$ cat src/rtl/sram_like_arbiter_pkg.sv
// Shared types and constants for the sram-like memory port arbiter.
//   arb_state_e : FSM encoding (IDLE -> REQ -> WAIT)
//   owner_e     : which requester owns the in-flight transaction
//   SZ_*        : transfer size codes on d_size / m_size
//   other_owner : helper returning the opposite requester
package sram_like_arbiter_pkg;

  typedef enum logic [1:0] {
    ARB_IDLE = 2'd0,
    ARB_REQ  = 2'd1,
    ARB_WAIT = 2'd2
  } arb_state_e;

  typedef enum logic {
    OWN_INST = 1'b0,
    OWN_DATA = 1'b1
  } owner_e;

  localparam logic [1:0] SZ_BYTE = 2'd0;
  localparam logic [1:0] SZ_HALF = 2'd1;
  localparam logic [1:0] SZ_WORD = 2'd2;

  function automatic owner_e other_owner(input owner_e o);
    if (o == OWN_INST) begin
      return OWN_DATA;
    end else begin
      return OWN_INST;
    end
  endfunction

endpackage

$ cat src/rtl/sram_like_arbiter_arb_pick.sv
// Combinational two-way picker for the sram-like arbiter.
// Build option: define SRAM_ARB_RR_EN for round-robin tie breaking; otherwise
// data wins every tie so a stalled MEM access can never be starved by fetches.
// Ports:
//   i_req, d_req : pending requests from the inst and data sides
//   rr_last      : owner of the most recent grant (round-robin history)
//   grant_inst   : inst side wins this cycle
//   grant_data   : data side wins this cycle
module arb_pick
  import sram_like_arbiter_pkg::*;
(
  input  logic   i_req,
  input  logic   d_req,
  input  owner_e rr_last,
  output logic   grant_inst,
  output logic   grant_data
);

`ifdef SRAM_ARB_RR_EN
  // Round-robin: on a tie the side that did not win last time goes first.
  always_comb begin
    grant_inst = 1'b0;
    grant_data = 1'b0;
    if (i_req && d_req) begin
      if (rr_last == OWN_DATA) begin
        grant_inst = 1'b1;
      end else begin
        grant_data = 1'b1;
      end
    end else begin
      grant_inst = i_req;
      grant_data = d_req;
    end
  end
`else
  // History is irrelevant with fixed priority.
  logic unused_rr_last;
  assign unused_rr_last = rr_last;

  // Fixed priority: data beats inst on every tie.
  always_comb begin
    grant_inst = 1'b0;
    grant_data = 1'b0;
    if (d_req) begin
      grant_data = 1'b1;
    end else begin
      grant_inst = i_req;
    end
  end
`endif

endmodule

$ cat src/rtl/sram_like_arbiter.sv
// Shares one sram-like downstream port between the IF (read-only) and MEM
// (read/write) requesters. One transaction in flight at a time; the FSM walks
// IDLE (grant + latch payload) -> REQ (address phase) -> WAIT (data phase).
// A flushed fetch still completes downstream but its response is swallowed.
// Build option: SRAM_ARB_RR_EN selects round-robin tie breaking (see arb_pick).
// Ports:
//   clk, rst_n                 : clock, synchronous active-low reset
//   i_req/i_addr               : inst request (held until i_addr_ok)
//   i_addr_ok/i_data_ok/i_rdata: inst accept / response / read data
//   i_cancel                   : drop the response of the inst fetch in flight
//   d_req/d_wr/d_size/d_wstrb/d_addr/d_wdata : data request and payload
//   d_addr_ok/d_data_ok/d_rdata: data accept / response / read data
//   m_req/m_wr/m_size/m_wstrb/m_addr/m_wdata : downstream request and payload
//   m_addr_ok/m_data_ok/m_rdata: downstream accept / response / read data
module sram_like_arbiter
  import sram_like_arbiter_pkg::*;
#(
  parameter int AW = 32,
  parameter int DW = 32
) (
  input  logic            clk,
  input  logic            rst_n,
  input  logic            i_req,
  input  logic [AW-1:0]   i_addr,
  output logic            i_addr_ok,
  output logic            i_data_ok,
  output logic [DW-1:0]   i_rdata,
  input  logic            i_cancel,
  input  logic            d_req,
  input  logic            d_wr,
  input  logic [1:0]      d_size,
  input  logic [DW/8-1:0] d_wstrb,
  input  logic [AW-1:0]   d_addr,
  input  logic [DW-1:0]   d_wdata,
  output logic            d_addr_ok,
  output logic            d_data_ok,
  output logic [DW-1:0]   d_rdata,
  output logic            m_req,
  output logic            m_wr,
  output logic [1:0]      m_size,
  output logic [DW/8-1:0] m_wstrb,
  output logic [AW-1:0]   m_addr,
  output logic [DW-1:0]   m_wdata,
  input  logic            m_addr_ok,
  input  logic            m_data_ok,
  input  logic [DW-1:0]   m_rdata
);

  arb_state_e state_r, state_nxt_s;
  owner_e     owner_r, rr_last_r;
  logic       drop_r;
  logic       grant_inst_s, grant_data_s;
  logic       resp_s;

  arb_pick u_pick (
    .i_req      (i_req),
    .d_req      (d_req),
    .rr_last    (rr_last_r),
    .grant_inst (grant_inst_s),
    .grant_data (grant_data_s)
  );

  // Read data is a straight passthrough; data_ok is the qualifier.
  assign i_rdata = m_rdata;
  assign d_rdata = m_rdata;

  // Next-state and handshake decode.
  always_comb begin
    state_nxt_s = state_r;
    i_addr_ok   = 1'b0;
    d_addr_ok   = 1'b0;
    m_req       = 1'b0;
    resp_s      = 1'b0;
    case (state_r)
      ARB_IDLE: begin
        i_addr_ok = grant_inst_s;
        d_addr_ok = grant_data_s;
        if (grant_inst_s || grant_data_s) begin
          state_nxt_s = ARB_REQ;
        end else begin
          state_nxt_s = ARB_IDLE;
        end
      end
      ARB_REQ: begin
        m_req = 1'b1;
        // Address and data accepted together: the transaction is done.
        if (m_addr_ok && m_data_ok) begin
          resp_s      = 1'b1;
          state_nxt_s = ARB_IDLE;
        end else if (m_addr_ok) begin
          state_nxt_s = ARB_WAIT;
        end else begin
          state_nxt_s = ARB_REQ;
        end
      end
      ARB_WAIT: begin
        if (m_data_ok) begin
          resp_s      = 1'b1;
          state_nxt_s = ARB_IDLE;
        end else begin
          state_nxt_s = ARB_WAIT;
        end
      end
      default: begin
        state_nxt_s = ARB_IDLE;
      end
    endcase
  end

  // Route the response to the owner only; a cancel in the response cycle
  // itself is honoured too so a flushed fetch never leaks through.
  always_comb begin
    i_data_ok = 1'b0;
    d_data_ok = 1'b0;
    if (resp_s) begin
      i_data_ok = (owner_r == OWN_INST) && !drop_r && !i_cancel;
      d_data_ok = (owner_r == OWN_DATA);
    end else begin
      i_data_ok = 1'b0;
      d_data_ok = 1'b0;
    end
  end

  // State register, payload latch, ownership and cancel tracking.
  always_ff @(posedge clk) begin
    if (!rst_n) begin
      state_r   <= ARB_IDLE;
      owner_r   <= OWN_INST;
      rr_last_r <= OWN_DATA;
      drop_r    <= 1'b0;
      m_wr      <= 1'b0;
      m_size    <= 2'd0;
      m_wstrb   <= '0;
      m_addr    <= '0;
      m_wdata   <= '0;
    end else begin
      state_r <= state_nxt_s;
      case (state_r)
        ARB_IDLE: begin
          if (grant_data_s) begin
            owner_r   <= OWN_DATA;
            rr_last_r <= OWN_DATA;
            m_wr      <= d_wr;
            m_size    <= d_size;
            m_wstrb   <= d_wstrb;
            m_addr    <= d_addr;
            m_wdata   <= d_wdata;
            drop_r    <= 1'b0;
          end else if (grant_inst_s) begin
            // Fetches are always full-word reads.
            owner_r   <= OWN_INST;
            rr_last_r <= OWN_INST;
            m_wr      <= 1'b0;
            m_size    <= SZ_WORD;
            m_wstrb   <= '0;
            m_addr    <= i_addr;
            m_wdata   <= '0;
            drop_r    <= i_cancel;
          end else begin
            drop_r    <= 1'b0;
          end
        end
        ARB_REQ, ARB_WAIT: begin
          if (resp_s) begin
            drop_r <= 1'b0;
          end else if (owner_r == OWN_INST && i_cancel) begin
            drop_r <= 1'b1;
          end else begin
            drop_r <= drop_r;
          end
        end
        default: begin
          drop_r <= 1'b0;
        end
      endcase
    end
  end

endmodule

$ cat config.mk
export PLATFORM = sky130hd
export DESIGN_NAME = sram_like_arbiter
export DESIGN_NICKNAME = d
export VERILOG_FILES = /design/src/rtl/sram_like_arbiter_pkg.sv /design/src/rtl/sram_like_arbiter_arb_pick.sv /design/src/rtl/sram_like_arbiter.sv
export SDC_FILE = /design/constraint.sdc
export NUM_CORES = 1
export LEC_CHECK = 0
export ABC_AREA = 0
export CAP_MARGIN = 20
export CORE_MARGIN = 4
export CORE_UTILIZATION = 34
export DETAILED_ROUTE_END_ITERATION = 8
export PLACE_DENSITY = 0.82
export SLEW_MARGIN = 20
export SYNTH_ARGS = -nofsm -noshare
export SYNTH_HDL_FRONTEND = slang
export SYNTH_SLANG_ARGS = --single-unit
$ cat constraint.sdc
create_clock -name clk -period 1.8 [get_ports clk]
set_input_delay 0.54 -clock clk [delete_from_list [all_inputs] [get_ports clk]]
set_output_delay 0.54 -clock clk [all_outputs]
set_load 0.01 [all_outputs]
After elaboration in Yosys (flattened, before gate mapping)
Index checks and enable logic that the tools add are counted.
{"block": "classes", "n_div": 0, "bitwise": 1, "reduce_logical": 11, "n_mul": 0, "addsub": 0, "eq_ne": 3, "n_shift": 0, "order_cmp": 0, "mux": 31}
{"op": "two-way mux 32 bit", "n": 4}
{"op": "two-way mux 1 bit", "n": 17}
{"op": "two-way mux 2 bit", "n": 5}
{"op": "two-way mux 4 bit", "n": 2}
{"op": "case mux 2 bit (3 select lines)", "n": 1}
{"op": "logical AND 1 bit", "n": 4}
{"op": "case mux 1 bit (2 select lines)", "n": 2}
{"op": "!= test 3 bit, second input constant", "n": 1}
{"op": "equality test 2 x 1 -> 1 bit, second input constant", "n": 1}
{"op": "equality test 2 bit, second input constant", "n": 1}
{"op": "zero test 1 bit", "n": 2}
{"op": "zero test 2 bit", "n": 1}
{"op": "AND reduction 2 bit", "n": 1}
{"op": "nonzero test 2 bit", "n": 1}
{"op": "OR reduction 2 bit", "n": 1}
{"op": "logical OR 1 bit", "n": 1}
{"op": "inverter 1 bit", "n": 1}
{"block": "word_totals", "ram_bits": 0, "out_inout_bits": 140, "word_cells": 54, "mem_bits_ro": 0, "inputBits": 142, "latch_bits": 0, "reg_bits": 75, "n_memories": 0}

Depth between registers and ports, before layout
Gate-level depths: netlist (run 1).
{"block": "depth", "word_depth": 5, "depth_mapped": 7, "depth_no_buf": 6}

Modules after synthesis
Synthesis (run 1) repeated with hierarchy kept, for this count alone.
{"block": "hier_totals", "hier_cells": 377, "hier_area_um2": 3724.8}
{"module": "sram_like_arbiter", "n_inst": 1, "seq_area_each_um2": 1521.5, "cells_per_inst": 375, "area_each_um2": 3703.6}
{"module": "arb_pick", "n_inst": 1, "seq_area_each_um2": 0.0, "cells_per_inst": 2, "area_each_um2": 21.3}

Least setup slack after synthesis (run 1)
No wires, ideal clock.
{"block": "synth_timing", "kind": "reg2out", "from": "register state_r[1]", "to": "output port i_data_ok", "t_arrival_ps": 1228, "path_stages_with_launch": 6, "n_path_buf": 0, "path_slack_ps": 32, "required_ps": 1260, "cell_sequence": "dfxtp_1 > inv_1 > ha_1 > a21o_1 > nand3_1 > nor4_1"}
{"block": "synth_between", "elab_chain_cells": 3, "elab_cells_between_ends": 4, "cone_classes": "eq/ne (2); mux (2)"}
{"item": "from (decl)", "line_no": "sram_like_arbiter.sv:49", "text": "arb_state_e state_r, state_nxt_s;"}
{"item": "from (signal assigned)", "line_no": "sram_like_arbiter.sv:137", "text": "state_r <= state_nxt_s;"}
{"item": "equality test 2 bit or equality test 2 x 1 -> 1 bit (tied branches)", "line_no": "sram_like_arbiter.sv:74", "text": "case (state_r)"}
{"item": "case mux 1 bit (2 select lines) (*)", "line_no": "sram_like_arbiter.sv:74"}
{"item": "two-way mux 1 bit (*)", "line_no": "sram_like_arbiter.sv:115", "text": "if (resp_s) begin"}
{"item": "to (decl)", "line_no": "sram_like_arbiter.sv:26", "text": "output logic i_data_ok,"}
Mark *: on every way between the ends. The rest lies on a longest branch, timed or not.

Worst setup path after layout (run 1)
Ends and elaborated chain as after synthesis.

==> PnR_summary.wiki, run 1 <==
{| class="wikitable"
! Metric !! Value
|-
| Result of the run || complete, but fails checks
|-
| Violations in the final reports || negative setup slack
|-
| Worst Setup End Kind || output port
|-
| Worst Clk Skew || roughly 0.0063 ns
|-
| Setup repair after global routing missed its margin || true
|-
| Worst IR Drop VDD || 360 uV
|-
| Count of antenna diodes in the layout || 0
|-
| Max_cap viols || 0
|-
| Number of antenna violations at the first check in global routing || 0
|-
| Total wire length after detailed routing || 11800 um
|-
| Pwr/cell area || 756 nW/um2
|-
| Num CTS Buffers || 9
|-
| Global-route usage over all layers || 0.179
|-
| Leakage || 2.88 nW
|-
| Slew at the pin closest to its max-slew limit || 0.443 ns
|-
| Max-slew violation total from the final report || 0
|-
| Layout Cell Area excl Fill || 5530 um2
|-
| Async S/R FF share, synth || 0
|-
| Maximum buffer depth of the clock tree || 2
|-
| Fraction of the cycle the final worst path needs || 1.11
|-
| I/O pins || 282
|-
| Filler Cell Count || roughly 950
|-
| Dominant cells by area after synthesis || sky130_fd_sc_hd__dfxtp_1, sky130_fd_sc_hd__buf_4, sky130_fd_sc_hd__mux2i_1, sky130_fd_sc_hd__o211a_1, sky130_fd_sc_hd__a22oi_1
|-
| Register bit count reported by yosys || 75
|-
| Total of warnings raised by yosys || 0
|-
| CORE AREA || between 10000 and 15000 um2
|-
| DRC violations left || 0
|-
| Cell area after technology mapping || 3670 um2
|-
| Cells after Synth || about 370
|-
| Max FO, Critical Path || 3
|-
| Buffering stage count on the worst path with inverters included || 2
|-
| Clock latency at the later pin of the worst-skew pair || about 0.35 ns
|-
| Largest delay share family, worst path || flip-flops
|-
| Predominant post-synthesis flop cell || sky130_fd_sc_hd__dfxtp_1
|-
| Iteration count of the initial detailed-routing pass || 5
|-
| Cell type with the highest aggregate area in the netlist || sky130_fd_sc_hd__dfxtp_1
|-
| Synth Net Count || 518
|-
| Ratio of cells with drive above 1 in the final layout || 0.126
|-
| Highest clock frequency the design can meet || 0.502 GHz
|-
| Number of synthesized flops with an enable pin || 0
|-
| Largest incremental delay on the critical path || 0.37 ns
|-
| Post-DR vias/cell || 4.87
|-
| CTS Root Cell || sky130_fd_sc_hd__clkbuf_8
|-
| Final Setup Violations || 3
|-
| Standard cell with the maximum stage delay on the critical path || sky130_fd_sc_hd__dfxtp_4
|-
| Number of different library cells in the post-synthesis netlist || 27
|-
| Total Nets Final || 648
|-
| Count of endpoints failing hold in the final timing report || 0
|-
| TritonCTS clock tree || built
|-
| Area growth, synth to finish || 50.5%
|-
| Sum of overflow across all layers after global routing || 0
|-
| Setup WS post-layout || -0.192 ns
|-
| Total number of vias || 3132
|-
| Antenna violation net count after detailed routing || 0
|-
| Clock transition at the registers of the reported paths || 0.08 ns
|-
| Share of Yosys cell area claimed by the top area cell type || 0.409
|-
| Num rows || 37
|-
| Total Die Area || 12500 um2
|-
| Worst min-delay path class || register to register
|-
| Clk sink count || 75
|-
| Y dimension of the die || 112 um
|-
| Worst setup path class || register to output port
|-
| Pre-CTS worst setup slack || -0.827 ns
|-
| Commonest cells in the synthesized netlist || sky130_fd_sc_hd__dfxtp_1, sky130_fd_sc_hd__buf_4, sky130_fd_sc_hd__nor2b_1
|-
| Maximum number of pins on one net before global-route repair || 40
|-
| Area post-placement || 5220 um2
|-
| Relative slew margins || 0.705
|-
| Post-detail-place hpwl || between 8000 and 9000 um
|-
| Data arrival, critical path || 1.45 ns
|-
| Average cell area after synthesis || 9.88 um2
|-
| Initial Utilization || 0.353
|-
| Register area share after synthesis || 0.409
|-
| Most frequent cell after synthesis || sky130_fd_sc_hd__dfxtp_1
|-
| Final weighted congestion in routability-driven placement || 0.746
|-
| H-tree levels || 3
|-
| Critical path required time || 1.26 ns
|-
| Width of the die || 112 um
|-
| Worst setup SP type || register
|-
| Detailed-route wire length per cell || 18.3 um
|-
| Post-layout minimum cycle time || 1.99 ns
|-
| PortBufs || 185
|-
| Post-route setup TNS || -0.359 ns
|-
| Wire length of the first global-routing pass || approximately 18000 um
|-
| Critical Path, Cell by Cell || inv_4, ha_4, a21o_1, nand3_2, nor4_2, buf_2
|-
| Starting DRT DRC Count || 147
|-
| Quantity of hold-fixing buffers added after cts || 0
|-
| Number of global-route vias before repair || roughly 3300
|}
[report_power, final]
group | leakage [nW] | switching [W] | internal, W
sequential | 0.620 | 0.0000815 | 0.00180
clock | 0.0905 | 0.000594 | 0.000574
combinational | 2.17 | 0.000488 | 0.000642
[area by class of cell]
class,count,area [um2],area share
inverters,5,23.8,0.00430
clock buffers,14,163,0.0294
flip-flops and latches,75,1510,0.273
repair buffers,210,2050,0.370
multi-input cells,201,1610,0.290
well taps,136,170,0.0308
clock inverters,2,10.0,0.00181
[final timing paths]
| path | to | slack [ns] | cells past startpoint | startpoint |
|---|---|---|---|---|
| worst min register to register | m_addr[2] | 0.49 | 1 | m_addr[2] |
| worst max register to register | drop_r | 0.06 | 8 | state_r[1] |
| worst max-delay path | i_data_ok | -0.19 | 6 | state_r[1] |
| worst min-delay path | m_addr[2] | 0.49 | 1 | m_addr[2] |
[cell usage in the layout (no fill, tap or decap), drive strengths merged, types with 2 or more instances in the layout]
cell | Yosys | routed
clkdlybuf4s50 | 0 | 106
dfxtp | 75 | 75
dlygate4sd2 | 0 | 54
nor2b | 40 | 40
a22oi | 38 | 38
nand2 | 35 | 35
mux2i | 32 | 32
o211a | 32 | 32
buf | 84 | 32
dlymetal6s2s | 0 | 18
clkbuf | 7 | 14
inv | 5 | 5
ha | 4 | 4
a2111oi | 3 | 3
nand2b | 2 | 2
a21oi | 2 | 2
clkinv | 0 | 2
nand3 | 2 | 2
nor2 | 2 | 2
[state kept, by name, indices dropped and copies added (netlist names)]
register  cells
m_size        2
m_addr       32
m_wdata      32
drop_r        1
m_wr          1
m_wstrb       4
owner_r       1
state_r       2
[what timing repair did]
item                                    in CTS  in global routing
gates resized for setup                    102                 23
buffers inserted                             6                  2
endpoints found under the setup margin      57                 23
pin swaps                                    8                  6
[per-stage QoR]
step                hold WS (ns)  cells  power, W  utilization
CTS                        0.498    642   0.00424        0.523
finish                     0.494    643   0.00418        0.531
global route               0.510    643   0.00440        0.531
floorplan                  0.526    372   0.00256            -
detailed placement         0.484    620   0.00308        0.501
global placement           0.478    620   0.00306        0.501
[routing by layer]
metal | GRT usage | vias up | part of all wire
met2 | 0.315 | 185 | 0.50
met3 | 0.0772 | 22 | 0.12
li1 | - | 1485 | -
met1 | 0.185 | 1440 | 0.36
met4 | 0.0785 | 0 | 0.023
met5 | 0.00392 | - | 0
[kinds of logic after synthesis]
group / after synthesis / synth area share
AO/OA/AOI/OAI: 80 / 0.186
adder cells (fa/ha/maj): 4 / 0.0136
buffers and inverters: 96 / 0.185
flip-flops: 75 / 0.409
multiplexers: 32 / 0.0872
AND/OR/NAND/NOR: 85 / 0.120
No activity file was read; power rests on OpenSTA's default activity.
==> inputs of run 2 (changes only) <==
- CTS_CLUSTER_SIZE: not set -> 12
==> results of run 2 <==
No change in the layout: final DEF, timing and power equal those of run 1.
==> inputs of run 3 (changes only) <==
- SLEW_MARGIN: 20 -> 25
==> results of run 3 <==
No change in the layout: final DEF, timing and power equal those of run 1.
